`config.mk`:
```
export PLATFORM = sky130hd
export DESIGN_NAME = seq_alu
export DESIGN_NICKNAME = d
export VERILOG_FILES = /design/src/rtl/seq_alu.sv
export SDC_FILE = /design/constraint.sdc
export NUM_CORES = 1
export LEC_CHECK = 0
export ABC_CLOCK_PERIOD_IN_PS = 3900
export CAP_MARGIN = 20
export CORE_MARGIN = 10
export CORE_UTILIZATION = 49
export DETAILED_ROUTE_END_ITERATION = 6
export PLACE_DENSITY = 0.68
export SLEW_MARGIN = 10
export SYNTH_ARGS = -nofsm -noshare
export SYNTH_HDL_FRONTEND = slang
export SYNTH_SLANG_ARGS = --single-unit
```
`constraint.sdc`:
```
create_clock -name clk -period 3.9 [get_ports clk]
set_clock_uncertainty 0.05 [all_clocks]
set_input_delay 0.585 -clock clk [delete_from_list [all_inputs] [get_ports clk]]
set_output_delay 0.585 -clock clk [all_outputs]
set_load 0.02 [all_outputs]
```
`src/rtl/seq_alu.sv`:
```
// Sequential ALU: single-cycle logic/arithmetic ops plus an optional
// radix-2 shift-add multiplier that takes WIDTH cycles.
module seq_alu #(
  parameter int unsigned WIDTH  = 16,
  parameter int unsigned MUL_EN = 1
) (
  input  logic             clk,
  input  logic             rst,
  input  logic             start,
  input  logic [2:0]       op,
  input  logic [WIDTH-1:0] data_i,
  input  logic [WIDTH-1:0] data_j,
  output logic             busy,
  output logic             done,
  output logic [WIDTH-1:0] result,
  output logic             eq,
  output logic             lt,
  output logic             carry
);

  localparam int unsigned CW = $clog2(WIDTH + 1);

  typedef enum logic {S_IDLE, S_MUL} state_t;
  typedef enum logic [2:0] {
    OP_PASS = 3'd0, OP_ADD = 3'd1, OP_SUB = 3'd2, OP_AND = 3'd3,
    OP_OR   = 3'd4, OP_NOT = 3'd5, OP_CMP = 3'd6, OP_MUL = 3'd7
  } op_t;

  state_t             r_state;
  logic [CW-1:0]      r_cnt;
  logic [2*WIDTH-1:0] r_mcand;
  logic [WIDTH-1:0]   r_mplier;
  logic [2*WIDTH-1:0] r_acc;
  logic               r_eq_p;
  logic               r_lt_p;
  logic [WIDTH-1:0]   r_result;
  logic               r_eq;
  logic               r_lt;
  logic               r_carry;
  logic               r_busy;
  logic               r_done;

  logic [WIDTH:0]     w_sum;
  logic [WIDTH-1:0]   w_res;
  logic               w_carry;
  logic [2*WIDTH-1:0] w_acc_next;
  logic               w_mul_go;

  always_comb begin
    w_sum   = {1'b0, data_i} + {1'b0, data_j};
    w_res   = '0;
    w_carry = 1'b0;
    case (op_t'(op))
      OP_PASS: w_res = data_j;
      OP_ADD:  begin w_res = w_sum[WIDTH-1:0]; w_carry = w_sum[WIDTH]; end
      OP_SUB:  begin w_res = data_i - data_j; w_carry = (data_i < data_j); end
      OP_AND:  w_res = data_i & data_j;
      OP_OR:   w_res = data_i | data_j;
      OP_NOT:  w_res = ~data_j;
      OP_CMP:  w_res = '0;
      OP_MUL:  w_res = '0;  // only reached when the multiplier is absent
      default: w_res = '0;
    endcase
    w_mul_go   = start && (op == OP_MUL) && (MUL_EN != 0);
    // The final partial product is folded in combinationally so the
    // completing edge can register the full product directly.
    w_acc_next = r_acc + (r_mplier[0] ? r_mcand : '0);
  end

  always_ff @(posedge clk or posedge rst) begin
    if (rst) begin
      r_state  <= S_IDLE;
      r_cnt    <= '0;
      r_mcand  <= '0;
      r_mplier <= '0;
      r_acc    <= '0;
      r_eq_p   <= 1'b0;
      r_lt_p   <= 1'b0;
      r_result <= '0;
      r_eq     <= 1'b0;
      r_lt     <= 1'b0;
      r_carry  <= 1'b0;
      r_busy   <= 1'b0;
      r_done   <= 1'b0;
    end else begin
      r_done <= 1'b0;
      case (r_state)
        S_IDLE: begin
          if (w_mul_go) begin
            r_mcand  <= {{WIDTH{1'b0}}, data_i};
            r_mplier <= data_j;
            r_acc    <= '0;
            r_cnt    <= CW'(WIDTH);
            r_eq_p   <= (data_i == data_j);
            r_lt_p   <= (data_i < data_j);
            r_busy   <= 1'b1;
            r_state  <= S_MUL;
          end else if (start) begin
            r_result <= w_res;
            r_carry  <= w_carry;
            r_eq     <= (data_i == data_j);
            r_lt     <= (data_i < data_j);
            r_done   <= 1'b1;
          end
        end
        S_MUL: begin
          r_acc    <= w_acc_next;
          r_mcand  <= r_mcand << 1;
          r_mplier <= r_mplier >> 1;
          r_cnt    <= r_cnt - CW'(1);
          if (r_cnt == CW'(1)) begin
            r_result <= w_acc_next[WIDTH-1:0];
            r_carry  <= |w_acc_next[2*WIDTH-1:WIDTH];
            r_eq     <= r_eq_p;
            r_lt     <= r_lt_p;
            r_done   <= 1'b1;
            r_busy   <= 1'b0;
            r_state  <= S_IDLE;
          end
        end
      endcase
    end
  end

  assign busy   = r_busy;
  assign done   = r_done;
  assign result = r_result;
  assign eq     = r_eq;
  assign lt     = r_lt;
  assign carry  = r_carry;

endmodule

```
==> results of run 1 <==
## per-layer routing
layer | routed length (um) | track usage (%) | vias up | share of wire, %
met2 | 12600 | 35.2 | 326 | 42
met1 | 14300 | 35.2 | 4245 | 48
met4 | 699 | 7.42 | 0 | 2.3
met5 | 0 | 0 | - | 0
li1 | - | - | 4290 | -
met3 | 2480 | 5.93 | 38 | 8.2
## sequential cells by signal (all words and copies together) (netlist names)
| name | count |
|---|---|
| r_mcand | 32 |
| busy | 1 |
| r_state | 1 |
| r_mplier | 16 |
| carry | 1 |
| r_cnt | 5 |
| lt | 1 |
| result | 16 |
| done | 1 |
| eq | 1 |
| r_acc | 32 |
| r_eq_p | 1 |
| r_lt_p | 1 |
## layout make-up
cell class	instances	area share, %
Clock inverter	7	0.596
Sequential cell	109	26.0
Tap cell	229	2.73
Timing Repair Buffer	120	10.3
Multi-Input combinational cell	921	56.1
Clock buffer	9	2.15
Inverter	59	2.13
## final timing paths
check / start / end / slack, ns / cells after the start
max: r_mplier[0]$_DFFE_PP0P_ / carry$_DFFE_PP0P_ / 0.27 / 13
min: r_acc[9]$_DFFE_PP0P_ / r_acc[9]$_DFFE_PP0P_ / 0.44 / 2
max reg2reg: r_mplier[0]$_DFFE_PP0P_ / carry$_DFFE_PP0P_ / 0.27 / 13
min reg2reg: r_acc[9]$_DFFE_PP0P_ / r_acc[9]$_DFFE_PP0P_ / 0.44 / 2
max in group asynchronous: rst / r_mplier[0]$_DFFE_PP0P_ / 2.55 / 3
min in group asynchronous: rst / r_mcand[23]$_DFFE_PP0P_ / 0.57 / 2
## worst reg2reg max path: cells and delay by family, from the launching register on
family          cells  cell delay, ns
buf+inv             1            0.18
flops               1            0.47
fa+ha+maj           2            0.62
compound gates      5            1.12
simple gates        4            0.90
xor+xnor            1            0.13
## report_power, final
group	switching [mW]	internal [mW]
clock network	0.506	0.452
logic	1.52	1.04
registers	0.382	1.55
total	2.41	3.04
## Yosys cell counts, types with 5 or more instances
| cell | count |
|---|---|
| nor2_1 | 90 |
| clkbuf_1 | 59 |
| o31ai_1 | 8 |
| buf_1 | 6 |
| xnor2_1 | 13 |
| nand2b_1 | 7 |
| and3_1 | 17 |
| inv_1 | 56 |
| o21ai_0 | 88 |
| or3_1 | 10 |
| a31oi_1 | 14 |
| a221o_1 | 5 |
| o21a_1 | 10 |
| o221ai_1 | 10 |
| a21oi_1 | 116 |
| a211oi_1 | 9 |
| ha_1 | 81 |
| o211ai_1 | 13 |
| o22a_1 | 14 |
| and2_1 | 39 |
| o21bai_1 | 11 |
| dfrtp_1 | 109 |
| xor2_1 | 10 |
| o311ai_1 | 5 |
| o22ai_1 | 17 |
| nand2_1 | 160 |
| a21o_1 | 23 |
| nand3_1 | 22 |
| o21ai_1 | 7 |
| nand4_1 | 9 |
| nor3_1 | 23 |
## cell usage in the layout, fill, tap and decap left out, types with 5 or more instances in the layout
master,count
o211ai_1,13
o21a_1,10
and2_1,39
dfrtp_1,107
a21oi_1,116
clkbuf_16,9
nand2b_1,7
clkdlybuf4s50_1,58
or3_1,10
o311ai_1,5
nand4_1,9
o21ai_0,88
inv_1,55
ha_1,81
a31oi_1,14
a221o_1,5
a211oi_1,7
nor2_1,89
buf_4,59
nand3_1,21
o21bai_1,11
o31ai_1,8
xor2_1,10
a21o_1,23
o221ai_1,10
and3_1,17
o21ai_1,6
nor3_1,23
xnor2_1,13
nand2_1,160
o22a_1,14
o22ai_1,17
## cells by family (layout without fill, tap and decap cells)
family                     count (synthesis)  in the layout  synth area share [%]
AOI/OAI and AO/OA                        406            406                  29.1
and+or+nand+nor                          400            400                  20.5
buffers and inverters                    125            195                  5.20
DFF                                      109            109                  30.2
adders and majority gates                 84             84                  11.9
xor gates and xnor gates                  23             23                  2.23
muxes                                      8              8                 0.941
==> reports/qor.txt, run 1 <==
======================================================================================================
Maximum frequency from static timing analysis                                                  276 MHz
Clock tree from TritonCTS                                                                        built
Die Area                                                                                    24300 um^2
Standard-cell rows                                                                                  49
Fin worst setup slack                                                                         0.275 ns
Seq/Total Area, Yosys                                                                            30.2%
Share of Yosys cell area claimed by the top area cell type                                       30.2%
Crit end category                                                                            flip-flop
Maximum resistive drop on vdd                                                                 0.298 mV
Global route total overflow                                                                          0
Total detailed-routing wirelength                                                              30.1 mm
Post-cts resize count                                                                                0
Max Cap Viol                                                                                         0
Final routed DRC violation total                                                                     0
Run status                                                                                finished, final reports clean
Fraction of registers with async set/reset                                                        100%
List of cells traversed by the critical path                                              and2_1, ha_1, fa_1, a211oi_2, o21ai_2, o211ai_2, and3_1, xnor2_1, a2111oi_1, nand4b_1, nor4_2, buf_4, a41oi_1
Data required time of the worst path                                                           4.07 ns
GRT Total Usage                                                                                  24.5%
Hold_buf cts                                                                                         0
Setup crit start kind                                                                        flip-flop
Layout fillers                                                                                    1709
Number of different library cells in the post-synthesis netlist                                     80
Worst-case headroom to the max-slew limit                                                        49.6%
Most used flip-flop cell after synthesis                                                       dfrtp_1
Global-route wire length before repair                                                         47.1 mm
Min-Delay Path Class                                                                        reg -> reg
Clock period minus worst slack                                                                 3.63 ns
Effective utilization at floorplan                                                               50.0%
Detailed-route wire length per cell                                                            20.7 um
Largest delay contributor family on the critical path                                     compound AO/OA/AOI/OAI gates
Data arrival time of the critical path                                                         3.79 ns
Final GP Congestion                                                                              0.971
Count of pins over their slew limit                                                                  0
Largest buffer count on any clock path                                                               2
Sink count of the clock tree                                                                       109
Final HPWL from detailed placement                                                             22.9 mm
Number of buffers and inverters on the critical path                                                 1
Total setup buffers inserted after CTS                                                               0
Number of antenna violations at the first check in global routing                                    0
Via count of the first global-routing pass                                                        8254
Sequential cell area in the final layout                                                     2730 um^2
CTS H-tree lvls                                                                                      3
Power, Total                                                                                   5.45 mW
Pin count of the biggest net entering global routing                                                61
Worst Path Max Fanout                                                                                8
Fin Hold WS                                                                                   0.440 ns
Static leakage power                                                                           4.87 nW
Post-route insts no fill                                                                          1454
Setup TNS after final layout                                                                      0 ns
Final core utilization                                                                           58.0%
Number of nets at the end of the flow                                                             1342
Power density over the cells                                                               519 nW/um^2
CP max stage cell                                                                              dfrtp_2
TritonCTS buffer count                                                                               9
Total number of vias                                                                              8899
Fraction of final layout cells with drive strength greater than 1                                9.22%
Yosys warning count                                                                                  0
Area occupied by multi-input gates                                                           5880 um^2
Placed Cells                                                                                      1438
Dpl ws                                                                                       0.0523 ns
Library cell used as clock root buffer                                                       clkbuf_16
Insertion delay to the later sink of the worst-skew pair                                       0.37 ns
Horiz. Die Dim                                                                                  156 um
Post-Synthesis Net Count                                                                          1277
Die height                                                                                      156 um
Unrepaired setup endpoints after global routing                                                     no
CP max stage delay                                                                             0.47 ns
Core region area                                                                            18100 um^2
Average instance area after synthesis                                                        7.83 um^2
Leading area contributor after synthesis                                                       dfrtp_1
Top cells by area in the synthesized netlist                                              dfrtp_1, ha_1, nand2_1
Cell count after synthesis                                                                        1155
I/O Pins                                                                                            59
Final Cell Area                                                                             10500 um^2
Post-DR vias/cell                                                                                 6.12
Area growth from synthesis to layout                                                             16.0%
Number of failing hold endpoints at the final stage                                                  0
Antenna-violating nets left                                                                          0
Least-Margin Pin Slew                                                                         0.749 ns
Ratio of final minimum period to clock period                                                    93.0%
First-pass detailed-route iteration total                                                            5
Clock transition at the register clock pins on the worst setup and hold paths after CTS        0.09 ns
N_diodes                                                                                             0
#FFs+latches synth                                                                                 109
EDFF count, synth                                                                                    0
Area after DPL                                                                              10200 um^2
Number of DRC violations after detailed-routing iteration 0                                        859
Setup violation total in the final timing report                                                     0
Count of input and output buffers                                                                   58
Critical path type                                                                          reg -> reg
Area of the mapped netlist                                                                   9040 um^2
======================================================================================================
No activity file was read; power rests on OpenSTA's default activity.
==> run 2, diff against run 1 <==
Settings changed: RECOVER_POWER from default to 50.
==> run 2 against run 1 <==
The flow now finishes with violations (capacitance limit, slew limit). Design area down 0.23%. Sequential share of layout area up 0.059 points. Hold slack worse by 0.0014 ns. Total power decreased by 0.47%. Critical endpoint unchanged. Via count about the same. Register-to-register slack about the same. Worst setup slack worse by 0.0021 ns. Critical path depth did not move. Combinational power is essentially flat. Non-clock buffer count unchanged. Clock-buffer cell count did not move. Largest power group unchanged. Maximum frequency hardly changed.
==> reports/qor.txt, run 2 (synthesis gave the netlist of run 1 again) <==
======================================================================================================
Run status                                                                                finished, violations left
Violated checks                                                                           capacitance limit, slew limit
Static leakage power                                                                           4.86 nW   -0.22%
Core region area                                                                            18100 um^2   unchanged
TritonCTS buffer count                                                                               9   unchanged
Final GP Congestion                                                                              0.971   unchanged
N_diodes                                                                                             0   unchanged
Antenna-violating nets left                                                                          0   unchanged
Maximum resistive drop on vdd                                                                 0.304 mV   +2.0%
Number of antenna violations at the first check in global routing                                    0   unchanged
Min-Delay Path Class                                                                        reg -> reg
Die height                                                                                      156 um   unchanged
Number of buffers and inverters on the critical path                                                 1   unchanged
Number of failing hold endpoints at the final stage                                                  0   unchanged
Largest delay contributor family on the critical path                                     compound AO/OA/AOI/OAI gates
Critical path type                                                                          reg -> reg
CP max stage cell                                                                              dfrtp_2
Standard-cell rows                                                                                  49   unchanged
Clock tree from TritonCTS                                                                        built
Most common library cell in the layout ignoring fill and taps                                  nand2_1
First-pass detailed-route iteration total                                                            5   unchanged
Crit end category                                                                            flip-flop
Number of nets at the end of the flow                                                             1342   unchanged
Leading cell types in the layout, fill and taps excluded                                  nand2_1, a21oi_1, dfrtp_1
Number of DRC violations after detailed-routing iteration 0                                        854   -0.58%
Data required time of the worst path                                                           4.06 ns   about the same
Ratio of final minimum period to clock period                                                    93.0%   about the same
Library cell used as clock root buffer                                                       clkbuf_16
Area growth from synthesis to layout                                                             15.7%
Die Area                                                                                    24300 um^2   unchanged
Setup TNS after final layout                                                                      0 ns   unchanged
GRT Total Usage                                                                                  24.5%   unchanged
Total detailed-routing wirelength                                                              30.1 mm   about the same
Global-route wire length before repair                                                         47.1 mm   unchanged
Dpl ws                                                                                       0.0523 ns   unchanged
Sink count of the clock tree                                                                       109   unchanged
Pin count of the biggest net entering global routing                                                61   unchanged
Clock period minus worst slack                                                                 3.63 ns   +0.00213 ns
Least-Margin Pin Slew                                                                          1.86 ns   +1.11 ns
Detailed-route wire length per cell                                                            20.7 um   about the same
Final routed DRC violation total                                                                     0   unchanged
Maximum frequency from static timing analysis                                                  276 MHz   about the same
Layout fillers                                                                                    1716   +0.41%
Worst Path Max Fanout                                                                                8   unchanged
Insertion delay to the later sink of the worst-skew pair                                       0.37 ns   about the same
Final HPWL from detailed placement                                                             22.9 mm   unchanged
List of cells traversed by the critical path                                              and2_1, ha_1, fa_1, a211oi_2, o21ai_2, o211ai_2, and3_1, xnor2_1, a2111oi_1, nand4b_1, nor4_2, buf_4, a41oi_1
Largest buffer count on any clock path                                                               2   unchanged
Fin worst setup slack                                                                         0.273 ns   -0.00213 ns
Global route total overflow                                                                          0   unchanged
Data arrival time of the critical path                                                         3.79 ns   about the same
Count of pins over their slew limit                                                                 41   +41
Effective utilization at floorplan                                                               50.0%   unchanged
Top flop regs                                                                             r_acc: 32 flops, r_mcand: 32 flops
Unrepaired setup endpoints after global routing                                                     no
Count of input and output buffers                                                                   58   unchanged
Setup violation total in the final timing report                                                     0   unchanged
Max Cap Viol                                                                                         1   +1
Post-DR vias/cell                                                                                 6.12   about the same
Fraction of final layout cells with drive strength greater than 1                                9.06%   -0.16 points
Via count of the first global-routing pass                                                        8254   unchanged
Power density over the cells                                                               518 nW/um^2   -0.24%
Total number of vias                                                                              8901   +0.022%
Setup crit start kind                                                                        flip-flop
Horiz. Die Dim                                                                                  156 um   unchanged
I/O Pins                                                                                            59   unchanged
Clock transition at the register clock pins on the worst setup and hold paths after CTS        0.08 ns   about the same
CP max stage delay                                                                             0.47 ns   about the same
Worst-case headroom to the max-slew limit                                                       -24.5%   -74 points
CTS H-tree lvls                                                                                      3   unchanged
======================================================================================================
[run 2: final timing paths]
path                                               from                       to  slack, ns  depth (start not counted)
worst min-delay path              result[3]$_DFFE_PP0P_    result[3]$_DFFE_PP0P_       0.44                          1
max in group asynchronous                           rst       r_lt_p$_DFFE_PP0P_       1.00                          3
worst min register to register    result[3]$_DFFE_PP0P_    result[3]$_DFFE_PP0P_       0.44                          1
min in group asynchronous                           rst  r_mcand[23]$_DFFE_PP0P_       1.08                          2
worst max-delay path            r_mplier[0]$_DFFE_PP0P_        carry$_DFFE_PP0P_       0.27                         13
worst max register to register  r_mplier[0]$_DFFE_PP0P_        carry$_DFFE_PP0P_       0.27                         13
[run 2: what timing repair did]
item	in CTS	in global routing
hold buffers	0	0
hold endpoints to repair	0	0
setup buffers	0	0
gates resized for setup	0	5
setup endpoints to repair	0	1
[run 2: stage by stage]
step / hold WS, ns / cells / utilization, % / total power, mW / instance area, um^2
5_1_grt: 0.463 / 1454 / 57.9 / 5.81 / 10500
4_1_cts: 0.445 / 1454 / 57.9 / 5.43 / 10500
3_5_place_dp: 0.422 / 1438 / 56.3 / 4.46 / 10200
3_3_place_gp: 0.416 / 1437 / 56.2 / 4.40 / 10200
2_1_floorplan: 0.400 / 1155 / - / 3.46 / 9040
6_report: 0.439 / 1454 / 57.9 / 5.42 / 10500
[run 2: metal layers]
metal	global-route usage [%]	wire length [um]
met5	0	0
met2	35.2	12600
met4	7.42	716
met3	5.93	2490
met1	35.2	14300
[run 2: where the power goes]
group	switching (mW)	internal, mW
Clock	0.502	0.452
Sequential	0.378	1.55
Combinational	1.52	1.02
[run 2: area by class of cell]
class | instances | area [um^2] | share of cell area [%]
clock buffers | 9 | 225 | 2.15
flip-flops and latches | 109 | 2730 | 26.1
clock inverters | 7 | 62.6 | 0.598
repair buffers | 120 | 1060 | 10.1
well taps | 229 | 287 | 2.74
inverters | 59 | 223 | 2.13
multi-input cells | 921 | 5880 | 56.2
